<file path="config.mk">
export PLATFORM = sky130hd
export DESIGN_NAME = fifo_push_pop_sched
export DESIGN_NICKNAME = d
export VERILOG_FILES = /design/src/rtl/fifo_push_pop_sched.sv
export SDC_FILE = /design/constraint.sdc
export NUM_CORES = 1
export LEC_CHECK = 0
export CORE_MARGIN = 2
export CORE_UTILIZATION = 29
export DETAILED_ROUTE_END_ITERATION = 6
export PLACE_DENSITY_LB_ADDON = 0.3
export SLEW_MARGIN = 20
export SYNTH_ARGS = -nofsm -noshare
export SYNTH_HDL_FRONTEND = slang
export SYNTH_SLANG_ARGS = --single-unit
</file>
<file path="constraint.sdc">
create_clock -name clk -period 5.6 [get_ports clk]
set_input_delay 1.12 -clock clk [delete_from_list [all_inputs] [get_ports clk]]
set_output_delay 1.12 -clock clk [all_outputs]
set_load 0.005 [all_outputs]
</file>
<file path="src/rtl/fifo_push_pop_sched.sv">
// Round-robin arbiter sharing one fifo write port among num_req requesters,
// with credit-based occupancy tracking and downstream-paced pops.
module fifo_push_pop_sched #(
  parameter int unsigned num_req    = 4,
  parameter int unsigned width_bits = 8,
  parameter int unsigned depth_len  = 16,
  parameter int unsigned depth_bits = 4
) (
  input  logic                           clk,
  input  logic                           reset,
  input  logic                           arb_en,
  input  logic [num_req-1:0]             req,
  input  logic [num_req*width_bits-1:0]  req_data,
  output logic [num_req-1:0]             gnt,
  output logic                           fifo_reset,
  output logic                           fifo_push_en,
  output logic [width_bits-1:0]          fifo_di,
  output logic                           fifo_pop_en,
  input  logic                           dn_ready,
  output logic [depth_bits-1:0]          occupancy,
  output logic                           busy
);

  localparam int unsigned ptr_bits = (num_req > 1) ? $clog2(num_req) : 1;
  localparam logic [depth_bits-1:0] occ_max  = depth_bits'(depth_len - 1);
  localparam logic [ptr_bits-1:0]   ptr_init = ptr_bits'(num_req - 1);

  logic [ptr_bits-1:0]   ptr;
  logic [ptr_bits-1:0]   winner;
  logic [ptr_bits-1:0]   cand;
  logic                  can_grant;
  logic                  grant_any;
  logic                  pop_dec;
  logic [depth_bits-1:0] occ_nxt;

  // Search from the slot after the last winner, wrapping once around.
  always_comb begin
    gnt       = '0;
    winner    = ptr;
    cand      = ptr;
    grant_any = 1'b0;
    can_grant = arb_en & ~fifo_reset & (occupancy < occ_max);
    for (int unsigned k = 1; k <= num_req; k++) begin
      cand = ptr_bits'((32'(ptr) + k) % num_req);
      if (can_grant && !grant_any && req[cand]) begin
        grant_any   = 1'b1;
        winner      = cand;
        gnt[cand]   = 1'b1;
      end
    end
  end

  // Pop only words already credited; a grant this cycle is not yet poppable.
  always_comb begin
    pop_dec = dn_ready & ~fifo_reset & (occupancy != '0);
    occ_nxt = occupancy;
    case ({grant_any, pop_dec})
      2'b10:   occ_nxt = occupancy + depth_bits'(1);
      2'b01:   occ_nxt = occupancy - depth_bits'(1);
      default: occ_nxt = occupancy;
    endcase
  end

  always_ff @(posedge clk or negedge reset) begin
    if (!reset) begin
      fifo_reset   <= 1'b1;
      ptr          <= ptr_init;
      fifo_push_en <= 1'b0;
      fifo_di      <= '0;
      fifo_pop_en  <= 1'b0;
      occupancy    <= '0;
      busy         <= 1'b0;
    end else begin
      fifo_reset   <= 1'b0;
      fifo_push_en <= grant_any;
      fifo_pop_en  <= pop_dec;
      occupancy    <= occ_nxt;
      busy         <= (occ_nxt != '0) | grant_any | pop_dec;
      if (grant_any) begin
        ptr     <= winner;
        fifo_di <= req_data[32'(winner)*width_bits +: width_bits];
      end
    end
  end

endmodule

</file>
; Word-level counts from Yosys, hierarchy flattened
; Cells that the tools add are included.
[op_classes]
addsub = 6
bitwise = 10
n_lt_le_gt_ge = 9
n_shift = 1
n_eq_ne = 2
n_reduce_logical = 16
mux = 29
[op_table]
columns = operator, n
row1 = 32-bit by 6-bit variable part select with 8-bit output, 1
row2 = 4-bit 2-to-1 mux, 4
row3 = "2-bit by 3-bit less-than comparator with 1-bit output, second input constant", 4
row4 = 1-bit 2-to-1 mux, 12
row5 = 4-bit OR, 3
row6 = 1-bit logical AND, 11
row7 = 1-bit binary-select mux with 2-bit select, 4
row8 = 1-bit demux with 2-bit select, 4
row9 = "2-bit by 1-bit greater-or-equal comparator with 1-bit output, second input constant", 4
row10 = 2-bit 2-to-1 mux, 4
row11 = 4-bit case mux with 2 select lines, 1
row12 = 4-bit nonzero test, 2
row13 = "2-bit by 1-bit adder with 2-bit output, second input constant", 2
row14 = "2-bit adder, second input constant", 2
row15 = "4-bit by 1-bit adder with 4-bit output, second input constant", 1
row16 = 1-bit AND, 4
row17 = "4-bit less-than comparator, second input constant", 1
row18 = "4-bit by 1-bit subtractor with 4-bit output, second input constant", 1
row19 = 1-bit logical NOT, 3
row20 = "2-bit by 1-bit equality test with 1-bit output, second input constant", 1
row21 = "2-bit equality test, second input constant", 1
row22 = 1-bit OR, 2
row23 = 1-bit NOT, 1
[totals]
elab_cells = 80
reg_bits = 18
out_inout_bits = 20
in_bits = 40

; Logic depth before layout (Yosys ltp)
[logic_depth]
ltp_word = 22
ltp_mapped = 20
depth_no_buf = 15

; Least setup slack after synthesis
; Ideal clock, no wire load.
[synth_path]
path_type = register to register
from = register ptr[0]
to = register busy
synth_period_minus_slack_ps = 4782
setup_slack_ps = 818
arrival_ps = 4651
setup_time_ps = 131
path_buffers = 5
t_required_ps = 5469
stages_incl_launch_ff = 21
cell_sequence = dfstp_2 -> buf_6 -> inv_2 -> clkbuf_1 -> clkbuf_1 -> ha_1 -> mux4_2 -> buf_6 -> nor2_1 -> nand2_1 -> nand2_2 -> clkbuf_1 -> ha_1 -> xor2_1 -> ha_1 -> a21oi_1 -> xnor2_1 -> nand2b_1 -> xnor2_1 -> or4_1 -> or3_1
[synth_between]
elab_chain_cells = 22
elab_cells_between_ends = 32
cone_classes = add/sub: 4 / eq/ne: 2 / mux: 13 / bitwise: 2 / reduce/logical: 11
[synth_lines]
columns = element, line
row1 = "start, declared", 28  ; logic [ptr_bits-1:0] ptr;
row2 = "start signal, assigned", 67  ; ptr <= ptr_init;
row3 = "start signal, assigned", 80  ; ptr <= winner;
row4 = 2-bit by 1-bit adder with 2-bit output, 44  ; cand = ptr_bits'((32'(ptr) + k) % num_req);
row5 = 1-bit binary-select mux with 2-bit select, 45  ; if (can_grant && !grant_any && req[cand]) begin
row6 = 1-bit 2-to-1 mux (implied by the code), 45
row7 = 1-bit logical AND, 45
row8 = 1-bit 2-to-1 mux, 45
row9 = 1-bit logical NOT, 45
row10 = 1-bit logical AND (2 in a row), 45
row11 = 1-bit 2-to-1 mux, 45
row12 = [... 4 more ...], n/a
row13 = 1-bit logical NOT, 45
row14 = 1-bit logical AND (2 in a row), 45
row15 = 1-bit 2-to-1 mux (*), 45
row16 = 2-bit by 1-bit equality test with 1-bit output / 2-bit equality test (equally long branches), 57  ; case ({grant_any, pop_dec})
row17 = 4-bit case mux with 2 select lines (*), 57
row18 = named net occ_nxt[2], 34  ; logic [depth_bits-1:0] occ_nxt;
row19 = 4-bit nonzero test (*), 78  ; busy <= (occ_nxt != '0) | grant_any | pop_dec;
row20 = 1-bit OR (*) (2 in a row), 78
row21 = "end signal, assigned", 78
row22 = "end, declared", 21  ; output logic busy
; The timed path passes the listed nets; every way through them passes the cells marked *. The select of a mux whose other input is x is not followed.
; A chain may end at the register's enable or synchronous reset.

; Worst setup path after layout
[layout_path]
from = input port req[1]
to = output port gnt[2]
[layout_between]
elab_chain_cells = 16
elab_cells_between_ends = 28
cone_classes = mux: 15 / bitwise: 3 / reduce/logical: 10
[layout_lines]
columns = element, line
row1 = "start, declared", 12  ; input logic [num_req-1:0] req,
row2 = 1-bit binary-select mux with 2-bit select, 45
row3 = 1-bit 2-to-1 mux (implied by the code), 45
row4 = 1-bit logical AND, 45
row5 = 1-bit 2-to-1 mux, 45
row6 = 1-bit logical NOT, 45
row7 = 1-bit logical AND (2 in a row), 45
row8 = 1-bit 2-to-1 mux, 45
row9 = 1-bit logical NOT, 45
row10 = 1-bit logical AND (2 in a row), 45
row11 = 1-bit 2-to-1 mux, 45
row12 = 1-bit logical NOT, 45
row13 = 1-bit logical AND (2 in a row), 45
row14 = 4-bit 2-to-1 mux (*), 45
row15 = "end, declared", 14  ; output logic [num_req-1:0] gnt,
; Every way passes the cells marked *; elsewhere a longest branch is shown, timed or not. The select of a mux whose other input is x is not followed.

==> flow_metrics.env <==
export IMPL_worst_path_largest_cell_delay_ns=0.57
export IMPL_routability_cong=0.773
export IMPL_cts_resized=0
export IMPL_cts_setup_buffers=0
export IMPL_period_needed_ns=4.75
export IMPL_worstMarginPinSlew_ns=0.781
export IMPL_maxSlewHeadroom_pct=47.8
export IMPL_crit_arrival_ns=3.63
export IMPL_critPathRequiredTime_ns=4.48
export IMPL_report_final_setup_viol=0
export IMPL_clockBufferDepth=2
export IMPL_cts_root_buf="sky130_fd_sc_hd__clkbuf_8"
export IMPL_power_switching_share_pct=47.7
export IMPL_post_cts_hold_buffer_count=0
export IMPL_die_x_um=88.8
export IMPL_p_sw_w=0.000628
export IMPL_cellLeakagePower_nw=1.06
export IMPL_dp_final_hpwl_um=3830
export IMPL_die_area_sq_um=7880
export IMPL_crit_path_cell_trace="clkdlybuf4s50_1, mux4_2, and2b_4, nand3b_1, a21oi_1, a221o_1, clkdlybuf4s50_1"
export IMPL_ys_ff_latch=18
export IMPL_fp_coreArea_sq_um=6870
export IMPL_area_growth_pct=32.5
export IMPL_synth_seq_area_share_pct=21.8
export IMPL_design_final_nets=324
export IMPL_worstSkewPairLatency_ns=0.25
export IMPL_internal_power_w=0.000687
export IMPL_postSynthAreaPerCell_sq_um=9.22
export IMPL_power_per_cell_area_nw_per_um2=476
export IMPL_share_seq_of_total_power_pct=19.0
export IMPL_yosys_cell_types_count=48
export IMPL_drt_pre_antenna_iters=4
export IMPL_initialDrtViolationCount=175
export IMPL_critical_path_most_common_cell="sky130_fd_sc_hd__clkdlybuf4s50_1"
export IMPL_synth_async_reset_ratio_pct=100
export IMPL_drtAntennaViolNets=0
export IMPL_critPathMaxFanout=30
export IMPL_grt_first_pass_wirelength_um=8880
export IMPL_power_frac_clock_pct=7.8
export IMPL_largest_net_degree_at_the_start_of_global_routing=43
export IMPL_drv_slew=0
export IMPL_cts_reportedPaths_clkPinSlew_ns=0.06
export IMPL_antenna_found_initial=0
export IMPL_syn_inst=226
export IMPL_grt_overflow_total=0
export IMPL_synth_edf_count=0
export IMPL_synthesis_nets=277
export IMPL_cts_sink_count=18
export IMPL_drt_vias_per_instance=5.34
export IMPL_drt_wl_total_um=5400
export IMPL_die_height_um=88.8
export IMPL_max_cap_violations=0
export IMPL_critPathLaunchType="input port"
export IMPL_vias=1966
export IMPL_initial_utilization_pct=30.3
export IMPL_io_buffer_count=59
export IMPL_setup_worst_path_class="input port to output pin"
export IMPL_placement_rows=30
export IMPL_grt_pass1_vias=1846
export IMPL_final_setup_skew_ns=0.00322
export IMPL_status="complete, no violations"
export IMPL_cp_end_kind="output pin"
export IMPL_setup_tns_final_ns=0
export IMPL_setup_repair_after_global_routing_missed_its_margin="no"
export IMPL_io_pins=60
export IMPL_syn_cell_area_sq_um=2080
export IMPL_whs_ns=0.500
export IMPL_hold_viol=0
export IMPL_htree_num_levels=1
export IMPL_timing_final_ws_setup_ns=0.846
export IMPL_cp_slowest_cell="sky130_fd_sc_hd__mux4_2"
export IMPL_ys_dominant_reg_cell="sky130_fd_sc_hd__dfrtp_1"
export IMPL_achievable_frequency_mhz=210
export IMPL_cts_made_buffers=3
export IMPL_post_route_cell_area_sq_um=2760
export IMPL_drcViolationCount=0
export IMPL_grt_use_total_pct=13.8
export IMPL_clock_tree_from_tritoncts="yes"
export IMPL_worstHoldPathType="flip-flop to flip-flop"
export IMPL_vdd_ir_drop_max_mv=0.205
export IMPL_insertedDiodeCount=0
export IMPL_place_ws_ns=0.871
export IMPL_layout_drive_gt1_share_pct=14.0
export IMPL_warnings_from_yosys=0
export IMPL_part_of_the_cycle_the_worst_path_needs_pct=84.9
export IMPL_combinational_share_of_power_pct=73.1
export IMPL_routed_len_inst_um=14.7
export IMPL_placed_area_sq_um=2710
-- logic make-up after synthesis --
| group | count (synthesis) | synth area share (%) |
|---|---|---|
| AND/OR/NAND/NOR | 89 | 24.6 |
| other | 1 | 0.180 |
| buffers and inverters | 27 | 6.90 |
| multiplexers | 16 | 10.4 |
| adder cells (fa/ha/maj) | 11 | 6.60 |
| AO/OA/AOI/OAI | 58 | 26.2 |
| XOR/XNOR | 6 | 3.42 |
| flip-flops | 18 | 21.8 |
-- worst max-delay path, delay by kind of cell --
kind / cells / cell delay, ns
AO/OA/AOI/OAI: 2 / 0.32
buffers and inverters: 2 / 0.96
multiplexers: 1 / 0.57
AND/OR/NAND/NOR: 2 / 0.66
-- state kept, by name, indices dropped and copies added, names as in the netlist --
register      flops
occupancy         4
fifo_push_en      1
busy              1
fifo_di           8
fifo_reset        1
ptr               2
fifo_pop_en       1
-- Yosys cell counts, types with 2 or more instances --
cell type,n,area (sq um)
sky130_fd_sc_hd__o221ai_1,8,70.1
sky130_fd_sc_hd__nand2b_1,3,18.8
sky130_fd_sc_hd__buf_6,5,56.3
sky130_fd_sc_hd__o311ai_2,8,130
sky130_fd_sc_hd__a41o_1,8,80.1
sky130_fd_sc_hd__nand3b_1,6,45.0
sky130_fd_sc_hd__buf_2,4,20.0
sky130_fd_sc_hd__nand2_1,31,116
sky130_fd_sc_hd__nand4_1,32,200
sky130_fd_sc_hd__or2_1,2,12.5
sky130_fd_sc_hd__dfrtp_1,15,375
sky130_fd_sc_hd__xnor2_1,3,26.3
sky130_fd_sc_hd__a21oi_1,15,75.1
sky130_fd_sc_hd__clkbuf_1,12,45.0
sky130_fd_sc_hd__mux4_2,3,67.6
sky130_fd_sc_hd__mux2i_1,10,100
sky130_fd_sc_hd__a221o_1,4,40.0
sky130_fd_sc_hd__dfstp_2,3,78.8
sky130_fd_sc_hd__nor2_1,3,11.3
sky130_fd_sc_hd__a211o_1,8,70.1
sky130_fd_sc_hd__ha_1,11,138
sky130_fd_sc_hd__inv_1,3,11.3
sky130_fd_sc_hd__xor2_1,2,17.5
sky130_fd_sc_hd__inv_2,3,11.3
-- routing by layer --
layer  vias to the layer above  global-route usage (%)  routed length [um]
met3                         2                    1.87                 250
met4                         0                    1.65                   7
met2                        48                    23.4                2650
met1                       933                    19.2                2480
met5                         -                       0                   0
li1                        983                       -                   -
-- placed cells by master, fill, tap and decap left out, types with 3 or more instances in the layout --
cell and instances:
sky130_fd_sc_hd__nand3b_1 6, sky130_fd_sc_hd__mux2i_1 10, sky130_fd_sc_hd__xnor2_1 3, sky130_fd_sc_hd__a221o_1 4, sky130_fd_sc_hd__nand4_1 32, sky130_fd_sc_hd__dfstp_2 3, sky130_fd_sc_hd__clkdlybuf4s50_1 59, sky130_fd_sc_hd__nand2b_1 3
sky130_fd_sc_hd__clkbuf_8 4, sky130_fd_sc_hd__a211o_1 8, sky130_fd_sc_hd__o311ai_2 8, sky130_fd_sc_hd__a41o_1 8, sky130_fd_sc_hd__buf_4 4, sky130_fd_sc_hd__nand2_1 31, sky130_fd_sc_hd__dfrtp_1 15, sky130_fd_sc_hd__inv_2 3
sky130_fd_sc_hd__a21oi_1 15, sky130_fd_sc_hd__ha_1 11, sky130_fd_sc_hd__inv_1 3, sky130_fd_sc_hd__mux4_2 3, sky130_fd_sc_hd__o221ai_1 8
-- stage by stage --
| step | cells | total power [W] | util (%) |
|---|---|---|---|
| after floorplan | 226 | 0.000980 | - |
| after global placement | 364 | 0.00121 | 39.4 |
| after detailed placement | 364 | 0.00122 | 39.4 |
| after CTS | 368 | 0.00133 | 40.2 |
| after global routing | 368 | 0.00144 | 40.2 |
| final | 368 | 0.00131 | 40.2 |
-- final cells by class --
cell class / count / area, sq um
inverter: 6 / 22.5
multi-input combinational: 181 / 1490
timing repair buffer: 63 / 621
sequential: 18 / 454
clock buffer: 4 / 55.1
tap: 96 / 120
fill: 690 / 4110
-- path summary, 6_finish.rpt --
| check | from | slack [ns] | endpoint | depth (start not counted) |
|---|---|---|---|---|
| worst max-delay path | req[1] | 0.85 | gnt[2] | 7 |
| worst min-delay path | fifo_di[7] | 0.50 | fifo_di[7] | 2 |
| worst max register to register | ptr[0] | 1.66 | busy | 15 |
| min in group asynchronous | reset | 1.32 | fifo_di[1] | 1 |
| max in group asynchronous | reset | 3.79 | occupancy[0] | 1 |
| worst min register to register | fifo_di[7] | 0.50 | fifo_di[7] | 2 |
-- power groups by stage --
stage | Combinational, W | Clock, W | Sequential, W
6_report | 0.000961 | 0.000103 | 0.000250
4_1_cts | 0.000973 | 0.000107 | 0.000251
3_5_place_dp | 0.000967 | 0 | 0.000253
3_3_place_gp | 0.000963 | 0 | 0.000252
2_1_floorplan | 0.000731 | 0 | 0.000250
5_1_grt | 0.00107 | 0.000113 | 0.000260
(Power assumes the default switching activity.)
==> variant (same settings) <==
Reset style: synchronous (`reset`), changed in one clocked block.
--- a/src/rtl/fifo_push_pop_sched.sv
+++ b/src/rtl/fifo_push_pop_sched.sv
@@ -61,7 +61,7 @@
     endcase
   end
 
-  always_ff @(posedge clk or negedge reset) begin
+  always_ff @(posedge clk) begin
     if (!reset) begin
       fifo_reset   <= 1'b1;
       ptr          <= ptr_init;
Check against the original RTL: differs if reset is asserted again (counterexample within 4 cycles, from zero or initial values and one cycle with reset low); with reset held inactive, the same outputs for 10 cycles.
==> variant against the original RTL <==
Design area increased by 3.7%. Sequential cell count did not move. Highest routed layer unchanged. Worst setup slack got worse by 0.12 ns. Fmax is 2.4% lower. Routed wire length up 29%. Area after synthesis grew 2.8%. Synthesized cell count grew 37%.
Power is not compared: it rests on default switching activity, and its combinational part moved more than twofold at a synthesized area within 25%.
==> variant: results (changes against the original RTL) <==
Result of the run = finished, final reports clean
Setup slack of the worst register-to-register path = 1.99 ns (+0.33 ns)
Post-Route Skew = 0.00191 ns (-0.00131 ns)
Final weighted congestion of routability-driven global placement = 0.850 (+10%)
Number of nets produced by synthesis = 361 (+30%)
Least-Margin Pin Slew = 0.843 ns (+0.0621 ns)
Total DRC errors in the routed layout = 0 (unchanged)
Endpoint arrival time on the critical path = 3.75 ns (+0.12 ns)
Proportion of layout cells with a drive suffix above 1 = 6.18% (-7.8 points)
Critical path origin = req[2]
Worst Hold Margin = 0.476 ns (-0.0241 ns)
Ys async rst share = 0% (-100 points)
Endpoint of the most critical register-to-register path = fifo_di[3]$_SDFFE_PN0P_
Number of global-route vias before repair = 2403 (+30%)
Final layout net count = 408 (+26%)
Detailed-route wire length = 6.98 mm (+29%)
Largest fanout on the critical path = 8 (-73%)
Antenna violations before repair = 0 (unchanged)
Biggest area consumer among synthesized cells = sky130_fd_sc_hd__a211oi_1
Overall via count from detail_route = 2503 (+27%)
Library cells used by synthesis = 40 (-17%)
Proportion of synthesized chip area in sequential cells = 16.8% (-5.0 points)
Initial detailed-routing violation count = 228 (+30%)
Top cells by area, synth = sky130_fd_sc_hd__a211oi_1 17%, sky130_fd_sc_hd__dfxtp_1 17%, sky130_fd_sc_hd__nand2_1 12%
Slowest stage cell on the critical path = sky130_fd_sc_hd__clkdlybuf4s50_1
Pin count of the biggest net entering global routing = 36 (-16%)
Hold path cells = 1 (-1)
Worst reg2reg startpoint = ptr[1]$_SDFFE_PN1P_
Synth Flop Type = sky130_fd_sc_hd__dfxtp_1
All-Layer GR Usage = 17.2% (+3.4 points)
Placed wire-length estimate = 4.82 mm (+26%)
Number of filler instances in the final layout = 768 (+11%)
Largest incremental delay on the critical path = 0.52 ns (-0.05 ns)
Worst reg2reg path depth = 9 (-6)
Worst setup endpoint = gnt[3]
First-pass GRT wire length = 11.8 mm (+32%)
Most common library cells after synthesis = 67 x sky130_fd_sc_hd__nand2_1, 49 x sky130_fd_sc_hd__a211oi_1, 42 x sky130_fd_sc_hd__nor2_1, 20 x sky130_fd_sc_hd__a21oi_1, 18 x sky130_fd_sc_hd__dfxtp_1
## variant: cell count changes after synthesis, sizes merged, moves of 9 or more
cell,delta
a211oi,+49
a32o,+12
dfrtp,-15
dfxtp,+18
nand2,+35
nand3,+9
nand4,-32
nor2,+39
## variant: logic make-up (layout without fill, tap and decap cells)
| family | Yosys count | in the layout | share of synthesized area, % |
|---|---|---|---|
| adders and majority gates | 11 | 11 | 6.42 |
| muxes | 7 | 7 | 5.14 |
| buffers and inverters | 30 | 76 | 6.19 |
| DFF | 18 | 18 | 16.8 |
| xor gates and xnor gates | 6 | 6 | 2.45 |
| AOI/OAI and AO/OA | 94 | 94 | 32.9 |
| and+or+nand+nor | 144 | 144 | 30.1 |
## variant: power groups by stage
stage	clock network [mW]	registers, mW	logic [mW]
after global routing	0.121	0.160	0.399
after CTS	0.113	0.158	0.359
after floorplan	0	0.156	0.239
after detailed placement	0	0.161	0.358
final	0.110	0.158	0.360
after global placement	0	0.161	0.353
## variant: cell type report
type	count	share of cell area [%]
multi-input combinational	262	57.6
clock buffer	4	1.92
timing repair buffer	68	23.0
tap	99	4.33
sequential	18	12.6
inverter	4	0.524
## variant: how the worst min path moves through the flow
stage                            startpoint                 endpoint
finish              fifo_di[4]$_SDFFE_PN0P_  fifo_di[4]$_SDFFE_PN0P_
global route        fifo_di[3]$_SDFFE_PN0P_  fifo_di[3]$_SDFFE_PN0P_
CTS                 fifo_di[7]$_SDFFE_PN0P_  fifo_di[7]$_SDFFE_PN0P_
detailed placement  fifo_di[7]$_SDFFE_PN0P_  fifo_di[7]$_SDFFE_PN0P_
global placement    fifo_di[7]$_SDFFE_PN0P_  fifo_di[7]$_SDFFE_PN0P_
floorplan           fifo_di[0]$_SDFFE_PN0P_  fifo_di[0]$_SDFFE_PN0P_
## variant: layer usage
layer  part of all wire (%)  track usage, %  vias up
met5                      0               0        -
met4                    1.2            3.59        0
met3                    5.6            3.52        4
met2                     49            28.8       91
met1                     45            23.0     1167
li1                       -               -     1241
## variant: critical path, delay by kind of cell
family,cells,cell delay (ns)
buffers and inverters,2,1.02
AO/OA/AOI/OAI,2,0.72
multiplexers,1,0.52
AND/OR/NAND/NOR,1,0.37
## variant: metrics by stage
stage,std cells,instance area (um2),setup slack [ns]
floorplan,310,2140,1.48
global placement,451,2810,0.783
detailed placement,451,2810,0.705
CTS,455,2860,0.705
global route,455,2860,0.630
finish,455,2860,0.728
